==> src/rtl/ir_pkg.sv <==
// Shared types for the IR key controller: event kinds, event record and NEC frame layout.
package ir_pkg;

  typedef enum logic [1:0] {
    EVT_PRESS   = 2'd0,
    EVT_REPEAT  = 2'd1,
    EVT_RELEASE = 2'd2
  } ir_evt_kind_e;

  typedef struct packed {
    ir_evt_kind_e kind;
    logic [7:0]   code;
  } ir_evt_t;

  localparam int NEC_ADDR_LSB  = 0;
  localparam int NEC_NADDR_LSB = 8;
  localparam int NEC_CMD_LSB   = 16;
  localparam int NEC_NCMD_LSB  = 24;

  function automatic logic [7:0] nec_byte(input logic [31:0] frame, input int lsb);
    return frame[lsb +: 8];
  endfunction

endpackage

==> src/rtl/ir_evt_fifo.sv <==
// Synchronous event FIFO whose head is presented through registered outputs.
module ir_evt_fifo
  import ir_pkg::*;
#(
  parameter int DEPTH = 4
) (
  input  logic                     clk,
  input  logic                     rst_n,
  input  logic                     push,
  input  ir_evt_t                  wdata,
  input  logic                     pop,
  output logic                     full,
  output logic                     empty,
  output logic [$clog2(DEPTH):0]   free_count,
  output logic                     o_valid,
  output ir_evt_t                  o_head
);

  localparam int AW = $clog2(DEPTH);
  localparam int CW = AW + 1;

  ir_evt_t         r_mem [DEPTH];
  logic [AW-1:0]   r_wr;
  logic [AW-1:0]   r_rd;
  logic [CW-1:0]   r_cnt;

  logic            w_wr_en;
  logic            w_rd_en;
  logic [AW-1:0]   w_rd_nxt;
  logic [CW-1:0]   w_cnt_nxt;

  assign full       = (r_cnt == CW'(DEPTH));
  assign empty      = (r_cnt == '0);
  assign free_count = CW'(DEPTH) - r_cnt;

  assign w_wr_en   = push && !full;
  assign w_rd_en   = pop && !empty;
  assign w_rd_nxt  = r_rd + AW'(w_rd_en);
  assign w_cnt_nxt = r_cnt + CW'(w_wr_en) - CW'(w_rd_en);

  always_ff @(posedge clk) begin
    if (w_wr_en) r_mem[r_wr] <= wdata;
  end

  // The head register bypasses the array when the next head is the entry being written now.
  always_ff @(posedge clk or negedge rst_n) begin
    if (!rst_n) begin
      r_wr    <= '0;
      r_rd    <= '0;
      r_cnt   <= '0;
      o_valid <= 1'b0;
      o_head  <= '0;
    end else begin
      r_wr    <= r_wr + AW'(w_wr_en);
      r_rd    <= w_rd_nxt;
      r_cnt   <= w_cnt_nxt;
      o_valid <= (w_cnt_nxt != '0);
      o_head  <= (w_wr_en && (w_rd_nxt == r_wr)) ? wdata : r_mem[w_rd_nxt];
    end
  end

endmodule

==> src/rtl/ir_key_ctrl.sv <==
// Turns NEC decoder frames into press/repeat/release key events with FIFO back-pressure.
module ir_key_ctrl
  import ir_pkg::*;
#(
  parameter logic [7:0]  DEV_ADDR      = 8'h00,
  parameter bit          ADDR_ANY      = 1'b0,
  parameter logic [15:0] RELEASE_TICKS = 16'd12000,
  parameter logic [3:0]  REPEAT_FRAMES = 4'd3,
  parameter int          FIFO_DEPTH    = 4
) (
  input  logic        clk,
  input  logic        rst_n,
  input  logic        dec_ready,
  input  logic [31:0] dec_command,
  output logic        dec_enable,
  output logic        evt_valid,
  input  logic        evt_ready,
  output logic [7:0]  evt_code,
  output logic [1:0]  evt_kind,
  output logic        held,
  output logic [7:0]  err_count
);

  typedef enum logic {ST_IDLE, ST_HELD} state_e;

  state_e      r_state;
  logic        r_rdy_q, r_rdy_q2, r_cap_vld;
  logic [31:0] r_frame;
  logic [7:0]  r_key;
  logic [3:0]  r_rpt;
  logic [15:0] r_timer;
  logic        r_push, r_pend, r_held, r_dec_en;
  ir_evt_t     r_push_evt;
  logic [7:0]  r_err;

  logic        w_full, w_empty, w_valid, w_pop, w_drop;
  logic        w_frame_ok, w_frame_bad, w_cmd_ok, w_addr_ok;
  logic [7:0]  w_addr, w_naddr, w_cmd, w_ncmd;
  logic [$clog2(FIFO_DEPTH):0] w_free;
  ir_evt_t     w_head;

  function automatic logic [7:0] sat_add(input logic [7:0] cnt, input logic [1:0] inc);
    logic [8:0] sum;
    sum = {1'b0, cnt} + {7'd0, inc};
    return sum[8] ? 8'hFF : sum[7:0];
  endfunction

  // Frame edge detection on the registered ready level; the command is sampled on the edge.
  always_ff @(posedge clk or negedge rst_n) begin
    if (!rst_n) begin
      r_rdy_q   <= 1'b0;
      r_rdy_q2  <= 1'b0;
      r_cap_vld <= 1'b0;
      r_frame   <= '0;
    end else begin
      r_rdy_q   <= dec_ready;
      r_rdy_q2  <= r_rdy_q;
      r_cap_vld <= r_rdy_q && !r_rdy_q2;
      if (r_rdy_q && !r_rdy_q2) r_frame <= dec_command;
    end
  end

  assign w_addr      = nec_byte(r_frame, NEC_ADDR_LSB);
  assign w_naddr     = nec_byte(r_frame, NEC_NADDR_LSB);
  assign w_cmd       = nec_byte(r_frame, NEC_CMD_LSB);
  assign w_ncmd      = nec_byte(r_frame, NEC_NCMD_LSB);
  assign w_cmd_ok    = (w_cmd == ~w_ncmd);
  assign w_addr_ok   = ADDR_ANY || ((w_addr == ~w_naddr) && (w_addr == DEV_ADDR));
  assign w_frame_ok  = r_cap_vld && w_cmd_ok && w_addr_ok;
  assign w_frame_bad = r_cap_vld && !(w_cmd_ok && w_addr_ok);

  // A key change pushes release now and leaves the press pending for the following cycle.
  always_ff @(posedge clk or negedge rst_n) begin
    if (!rst_n) begin
      r_state    <= ST_IDLE;
      r_held     <= 1'b0;
      r_key      <= '0;
      r_rpt      <= '0;
      r_timer    <= '0;
      r_push     <= 1'b0;
      r_push_evt <= '0;
      r_pend     <= 1'b0;
    end else begin
      r_push <= 1'b0;
      if (r_pend) begin
        r_push     <= 1'b1;
        r_push_evt <= '{kind: EVT_PRESS, code: r_key};
        r_pend     <= 1'b0;
      end
      case (r_state)
        ST_IDLE: begin
          if (w_frame_ok) begin
            r_push     <= 1'b1;
            r_push_evt <= '{kind: EVT_PRESS, code: w_cmd};
            r_key      <= w_cmd;
            r_rpt      <= '0;
            r_timer    <= '0;
            r_state    <= ST_HELD;
            r_held     <= 1'b1;
          end
        end
        ST_HELD: begin
          if (w_frame_ok) begin
            r_timer <= '0;
            if (w_cmd == r_key) begin
              if (r_rpt + 4'd1 == REPEAT_FRAMES) begin
                r_rpt      <= '0;
                r_push     <= 1'b1;
                r_push_evt <= '{kind: EVT_REPEAT, code: r_key};
              end else begin
                r_rpt <= r_rpt + 4'd1;
              end
            end else begin
              r_push     <= 1'b1;
              r_push_evt <= '{kind: EVT_RELEASE, code: r_key};
              r_pend     <= 1'b1;
              r_key      <= w_cmd;
              r_rpt      <= '0;
            end
          end else if (r_timer == RELEASE_TICKS - 16'd1) begin
            r_push     <= 1'b1;
            r_push_evt <= '{kind: EVT_RELEASE, code: r_key};
            r_timer    <= '0;
            r_state    <= ST_IDLE;
            r_held     <= 1'b0;
          end else if (r_timer != 16'hFFFF) begin
            r_timer <= r_timer + 16'd1;
          end
        end
        default: begin
          r_state <= ST_IDLE;
          r_held  <= 1'b0;
        end
      endcase
    end
  end

  assign w_pop  = evt_valid && evt_ready && !w_empty;
  assign w_drop = r_push && w_full;

  ir_evt_fifo #(.DEPTH(FIFO_DEPTH)) u_fifo (
    .clk        (clk),
    .rst_n      (rst_n),
    .push       (r_push),
    .wdata      (r_push_evt),
    .pop        (w_pop),
    .full       (w_full),
    .empty      (w_empty),
    .free_count (w_free),
    .o_valid    (w_valid),
    .o_head     (w_head)
  );

  always_ff @(posedge clk or negedge rst_n) begin
    if (!rst_n) begin
      r_dec_en <= 1'b1;
      r_err    <= '0;
    end else begin
      r_dec_en <= (w_free >= ($clog2(FIFO_DEPTH)+1)'(2));
      r_err    <= sat_add(r_err, {1'b0, w_frame_bad} + {1'b0, w_drop});
    end
  end

  assign dec_enable = r_dec_en;
  assign evt_valid  = w_valid;
  assign evt_code   = w_head.code;
  assign evt_kind   = w_head.kind;
  assign held       = r_held;
  assign err_count  = r_err;

endmodule
==> config.mk <==
export PLATFORM = sky130hd
export DESIGN_NAME = ir_key_ctrl
export DESIGN_NICKNAME = d
export VERILOG_FILES = /design/src/rtl/ir_pkg.sv /design/src/rtl/ir_evt_fifo.sv /design/src/rtl/ir_key_ctrl.sv
export SDC_FILE = /design/constraint.sdc
export NUM_CORES = 1
export LEC_CHECK = 0
export ABC_AREA = 1
export ABC_CLOCK_PERIOD_IN_PS = 5800
export BUFFER_PORTS_ARGS = -buffer_cell sky130_fd_sc_hd__buf_2
export CAP_MARGIN = 30
export CORE_UTILIZATION = 40
export DETAILED_ROUTE_END_ITERATION = 6
export SETUP_SLACK_MARGIN = 0.3
export SLEW_MARGIN = 20
export SYNTH_ARGS = -nofsm -noshare
export SYNTH_HDL_FRONTEND = slang
export SYNTH_SLANG_ARGS = --single-unit
==> constraint.sdc <==
create_clock -name clk -period 5.8 [get_ports clk]
set_input_delay 0.29 -clock clk [delete_from_list [all_inputs] [get_ports clk]]
set_output_delay 0.29 -clock clk [all_outputs]
set_load 0.01 [all_outputs]
* After elaboration in Yosys (flattened, before gate mapping)
Memories as Yosys holds them, arrays and structs flattened. A register that Yosys moved wholly into a read port is not among the register bits.
Cells that the tools add are included.
** Word-level totals
- Register bits after elaboration :: 94
- Latch bits :: 0
- Memory bits (writable) :: 40
- Memory bits (read-only) :: 0
- Output and inout port bits :: 21
- Memories kept :: 1
** Cells by class
- Add/subtract/negate cells :: 9
- Multipliers :: 0
- Div/mod/pow operators :: 0
- Magnitude comparators :: 1
- Eq/ne operators :: 13
- Shift-type cells :: 0
- Multiplexer cells :: 42
- Bitwise operators :: 3
- Reduce and logical (&&, ||, !) cells :: 23
** Memory list
- u_fifo.r_mem :: words 4, width 10, read ports 1, clocked after Yosys merged registers in 1, wr ports 1, RTL line ir_evt_fifo.sv:22 : ir_evt_t r_mem [DEPTH];
** Operators with widths (count)
- $mux W16 :: 4
- $mux W10 :: 6
- $mux W8 :: 4
- $pmux W16 S2 :: 1
- $eq A8 B8 Y1 :: 3
- $pmux W10 S2 :: 1
- $mux W1 :: 17
- $add A16 B1 Y16 const B :: 1
- $eq A16 B14 Y1 const B :: 1
- $mux W4 :: 4
- $ne A16 B16 Y1 const B :: 1
- $not A8 Y8 :: 2
- $pmux W8 S2 :: 1
- $logic_and A1 B1 Y1 :: 11
- $add A8 B2 Y9 :: 1
- $logic_not A8 Y1 :: 1
- $pmux W4 S2 :: 1
- $ne A2 B2 Y1 const B :: 3
- $pmux W1 S2 :: 3
- $reduce_and A3 Y1 :: 2
- $logic_not A1 Y1 :: 5
- $add A2 B1 Y2 :: 2
- $add A4 B1 Y4 const B :: 1
- $eq A4 B2 Y1 const B :: 1
- 12 further kinds :: 14

* Logic depth before layout (Yosys ltp)
- Word-level depth :: 9
- Depth in mapped cells :: 15
- Gate-level depth less buffers :: 15

* Hierarchy
Synthesis repeated with hierarchy kept, for this count alone.
** Second synthesis, totals
- Cells, all modules :: 1037
- Area total of the unflattened synthesis :: 7952.6 um^2
** Modules (own cells, without submodules)
- ir_key_ctrl :: times used 1, cells an instance 796, area each 5457.7 um^2, sequential area each 2153.3 um^2
- ir_evt_fifo :: times used 1, cells an instance 241, area each 2494.9 um^2, sequential area each 1651.6 um^2

* Least setup slack after synthesis
No wires, ideal clock.
- Kind :: reg-to-reg
- Start :: register u_fifo.r_cnt[1]
- End :: register u_fifo.o_valid
- Setup time :: 131 ps
- Arrival :: 2353 ps
- Data required time :: 5669 ps
- Path slack :: 3315 ps
- Stages on the path, launching flop included :: 13
- Buffers on the path :: 0
- Cells stage by stage :: dfrtp_1 -> inv_1 -> ha_1 -> ha_1 -> nor2_1 -> ha_1 -> inv_1 -> ha_1 -> inv_1 -> fa_1 -> xnor2_1 -> xor2_1 -> or3_1
** Between the ends
- Cells in the longest elaborated chain, start to end :: 6
- Elaborated cells between the ends (all ways) :: 10
- Those cells by class :: add/sub: 2; eq/ne: 1; reduce/logical: 7
** Ends and longest elaborated chain
- start, declared :: RTL line ir_evt_fifo.sv:25 : logic [CW-1:0] r_cnt;
- start signal, assigned :: RTL line ir_evt_fifo.sv:56 : r_cnt <= w_cnt_nxt;
- $eq A3 B3 Y1 / $logic_not A3 Y1 (equally long branches) :: RTL line ir_evt_fifo.sv:32, ir_evt_fifo.sv:33
- $logic_not A1 Y1, on equally long branches :: RTL line ir_evt_fifo.sv:36, ir_evt_fifo.sv:37, ir_key_ctrl.sv:138
- $logic_and A1 B1 Y1, on equally long branches :: RTL line ir_evt_fifo.sv:36, ir_key_ctrl.sv:138
- $add A3 B1 Y3 / $logic_and A1 B1 Y1 (equally long branches) :: RTL line ir_evt_fifo.sv:39, ir_evt_fifo.sv:37
- $sub A3 B1 Y3 (*) :: RTL line ir_evt_fifo.sv:39 : assign w_cnt_nxt = r_cnt + CW'(w_wr_en) - CW'(w_rd_en);
- named net u_fifo.w_cnt_nxt[2] :: RTL line ir_evt_fifo.sv:30 : logic [CW-1:0] w_cnt_nxt;
- $reduce_bool A3 Y1 (*) :: RTL line ir_evt_fifo.sv:57 : o_valid <= (w_cnt_nxt != '0);
- end signal, assigned :: RTL line ir_evt_fifo.sv:57
- end, declared :: RTL line ir_evt_fifo.sv:15 : output logic o_valid,
The timed path passes the listed nets; every way through them passes the cells marked *.
A chain may end at the register's enable or synchronous reset.

* Worst setup path in the final report
- Start :: register u_fifo.r_cnt[1]
- End :: register, netlist name u_fifo.o_head[9]
** Between the ends
- Cells in the longest elaborated chain, start to end :: 5
** Ends and longest elaborated chain
- $logic_not A3 Y1 (*) :: RTL line ir_evt_fifo.sv:33 : assign empty = (r_cnt == '0);
- $logic_not A1 Y1 (*) :: RTL line ir_evt_fifo.sv:37, ir_key_ctrl.sv:138
- $logic_and A1 B1 Y1 :: RTL line ir_key_ctrl.sv:138 : assign w_pop = evt_valid && evt_ready && !w_empty;
- $logic_and A1 B1 Y1 (*) :: RTL line ir_evt_fifo.sv:37 : assign w_rd_en = pop && !empty;
- $add A2 B1 Y2 (*) :: RTL line ir_evt_fifo.sv:38 : assign w_rd_nxt = r_rd + AW'(w_rd_en);
- named net u_fifo.w_rd_nxt[0] :: RTL line ir_evt_fifo.sv:29 : logic [AW-1:0] w_rd_nxt;
Marks and branches as above.

==> qor.yml <==
p_leak_nw: 4.35
hold_viol: 0
skew_ns: 0.0132
vias: 6211
start_kind: "register"
synth_area_um2: 7800
syn_area_per_cell_um2: 7.78
drv_slew: 0
tns_ns: 0
fillers: 1924
p_switching_w: 0.000896
fin_crit_sh_pct: 49.8
fp.dieH_um: 142
required_ns: 6.13
cts_num_sinks: 144
cts_tree: "done"
clk_latency_ns: 0.42
worstHoldPathType: "in2reg"
ios: 57
syn_inst: 1002
fp.dieW_um: 142
ys_seq_elements: 144
rsz0062_at_grt: "no"
holdBufCountCts: 2
status: "completed"
multi_input_area_um2: 3360
drt_iter0_drc: 451
grt_max_degree: 56
netlist-cell-type-count: 40
drv_cap: 0
htree_levels: 4
crit_arrival_ns: 3.22
antenna_found_initial: 0
fin_nets: 1103
wl_um: 16400
port_buffers: 56
core_area_um2: 18900
peakVddDrop_v: 0.000202
numCtsBuffers: 17
area_delta_synth_final_pct: 13.9
routedWlPerCell_um: 12.4
tightestPinTransition_ns: 0.836
crit_path_cell_trace: "inv_1 > ha_1 > ha_1 > nor2_1 > ha_1 > buf_4 > inv_1 > a21oi_1 > o211ai_1 > buf_4 > o211ai_1 > o21ai_0"
crit_buf_inv: 4
critPathMaxStageDelay_ns: 0.44
place.gp.congestion: 0.808
crit_type: "reg2reg"
seqCellArea_um2: 3800
critPathMaxFanout: 22
num_rows: 50
overflow: 0
critPathTopFamily: "buffers and inverters"
p_comb_share_pct: 21.4
pwr-share-clk_pct: 36.9
hold_slack_ns: 0.0652
end_kind: "register"
remaining_drc_errors: 0
grt_pass1_vias: 5881
diodes: 0
track_usage_pct: 18.1
clockBufferDepth: 2
fmax_mhz: 346
drtAntennaViolNets: 0
drt_first_pass_iters: 4
vias_per_cell: 4.68
setup_viol: 0
pwr_density_cell_nw_per_um2: 324
total_power_w: 0.00288
ys_warn_count: 0
dpl.hpwl_um: 11700
grt_pass1_wl_um: 28800
slew_headroom_pct: 44.2
post_cts_buffers: 0
clk_pin_slew_worst_paths_ns: 0.07
cpMostUsedCell: "ha_1"
seq_area_frac_synth_pct: 48.8
internal_power_w: 0.00199
initial_utilization_pct: 41.3
clock-root-buffer: "clkbuf_16"
fp.dieArea_um2: 20100
layout_commonest_cell: "nand2_1"
power_frac_seq_pct: 41.7
syn_nets: 1052
switching_share_pct: 31.1
fin_crit_ns: 2.89
final_cell_mix: "375 x nand2_1, 103 x dfrtp_1, 100 x inv_1, 90 x nor2_1, 63 x o21ai_0"
slowest_stage: "inv_1"
drive_gt1_share_pct: 13.8
cts_resized: 0
power by group through the flow:
stage	Combinational, W	Sequential [W]	Clock [W]
CTS	0.000625	0.00120	0.00109
global route	0.000720	0.00121	0.00114
finish	0.000615	0.00120	0.00106
global placement	0.000604	0.00122	0
floorplan	0.000441	0.00123	0
detailed placement	0.000622	0.00122	0
registers in the layout, summed over array words and instances, names as in the netlist:
name	count
u_fifo.r_mem	40
r_frame	32
r_timer	16
r_push_evt	10
u_fifo.o_head	10
err_count	8
r_key	8
r_rpt	4
u_fifo.r_cnt	3
u_fifo.r_rd	2
u_fifo.r_wr	2
dec_enable	1
held	1
r_cap_vld	1
r_pend	1
r_push	1
r_rdy_q	1
r_rdy_q2	1
r_state	1
u_fifo.o_valid	1
final timing paths:
kind | startpoint | endpoint | slack, ns | cells past startpoint
setup / recovery | u_fifo.r_cnt[1]$_DFF_PN0_ | u_fifo.o_head[9]$_DFF_PN0_ | 2.91 | 12
hold / removal | dec_command[10] | r_frame[10]$_DFFE_PN0P_ | 0.07 | 3
setup reg to reg | u_fifo.r_cnt[1]$_DFF_PN0_ | u_fifo.o_head[9]$_DFF_PN0_ | 2.91 | 12
hold reg to reg | r_rdy_q$_DFF_PN0_ | r_rdy_q2$_DFF_PN0_ | 0.38 | 0
max in group asynchronous | rst_n | r_frame[23]$_DFFE_PN0P_ | 4.18 | 3
min in group asynchronous | rst_n | u_fifo.o_head[0]$_DFF_PN0_ | 0.46 | 2
worst register-to-register path, delay by kind of cell (launching register included):
| family | cells | cell delay, ns |
|---|---|---|
| AND/OR/NAND/NOR | 1 | 0.16 |
| buffers and inverters | 4 | 0.98 |
| AO/OA/AOI/OAI | 4 | 0.58 |
| flip-flops | 1 | 0.42 |
| adder cells (fa/ha/maj) | 3 | 0.65 |
cells by family (layout without fill, tap and decap cells):
family	Yosys count	count (layout)	share of synthesized area, %
AO/OA/AOI/OAI	94	94	6.98
XOR/XNOR	15	15	1.68
adder cells (fa/ha/maj)	14	14	2.44
buffers and inverters	150	214	8.23
flip-flops	144	144	48.8
AND/OR/NAND/NOR	585	585	31.9
per-stage QoR:
step / cells / cell area [um2] / utilization, % / worst slack (ns)
2_1_floorplan: 1002 / 7800 / - / 3.32
3_3_place_gp: 1290 / 8260 / 43.7 / 2.78
3_5_place_dp: 1291 / 8260 / 43.7 / 2.90
4_1_cts: 1325 / 8860 / 46.9 / 2.89
5_1_grt: 1326 / 8890 / 47.0 / 2.68
6_report: 1326 / 8890 / 47.0 / 2.91
final cells by class:
cell class / count / share of cell area [%]
Sequential cell: 144 / 42.8
Multi-Input combinational cell: 708 / 37.8
Clock inverter: 15 / 1.68
Inverter: 115 / 4.86
Clock buffer: 17 / 4.79
Tap cell: 260 / 3.66
Timing Repair Buffer: 67 / 4.39
per-layer routing:
metal | wire, um | share of wire, % | global-route usage (%)
met1 | 8220 | 50 | 25.0
met2 | 7380 | 45 | 28.5
met3 | 566 | 3.4 | 3.14
met4 | 279 | 1.7 | 6.45
met5 | 0 | 0 | 0
cells in the mapped netlist, drive strengths merged:
| cell type | n | area [um2] |
|---|---|---|
| a211oi | 1 | 7.51 |
| a21oi | 5 | 25.0 |
| and3 | 1 | 7.51 |
| buf | 17 | 143 |
| clkbuf | 18 | 67.6 |
| clkinv | 5 | 18.8 |
| dfrtp | 103 | 2580 |
| dfstp | 1 | 26.3 |
| edfxtp | 40 | 1200 |
| fa | 2 | 40.0 |
| ha | 12 | 150 |
| inv | 110 | 413 |
| nand2 | 385 | 1480 |
| nand3 | 64 | 348 |
| nand3b | 1 | 7.51 |
| nand4 | 12 | 75.1 |
| nor2 | 103 | 465 |
| nor3 | 14 | 70.1 |
| nor3b | 1 | 7.51 |
| nor4 | 1 | 6.26 |
| o211ai | 11 | 82.6 |
| o21ai | 76 | 422 |
| o21bai | 1 | 7.51 |
| or2 | 2 | 12.5 |
| or3 | 1 | 6.26 |
| xnor2 | 2 | 17.5 |
| xor2 | 13 | 114 |
(Power assumes the default switching activity.)
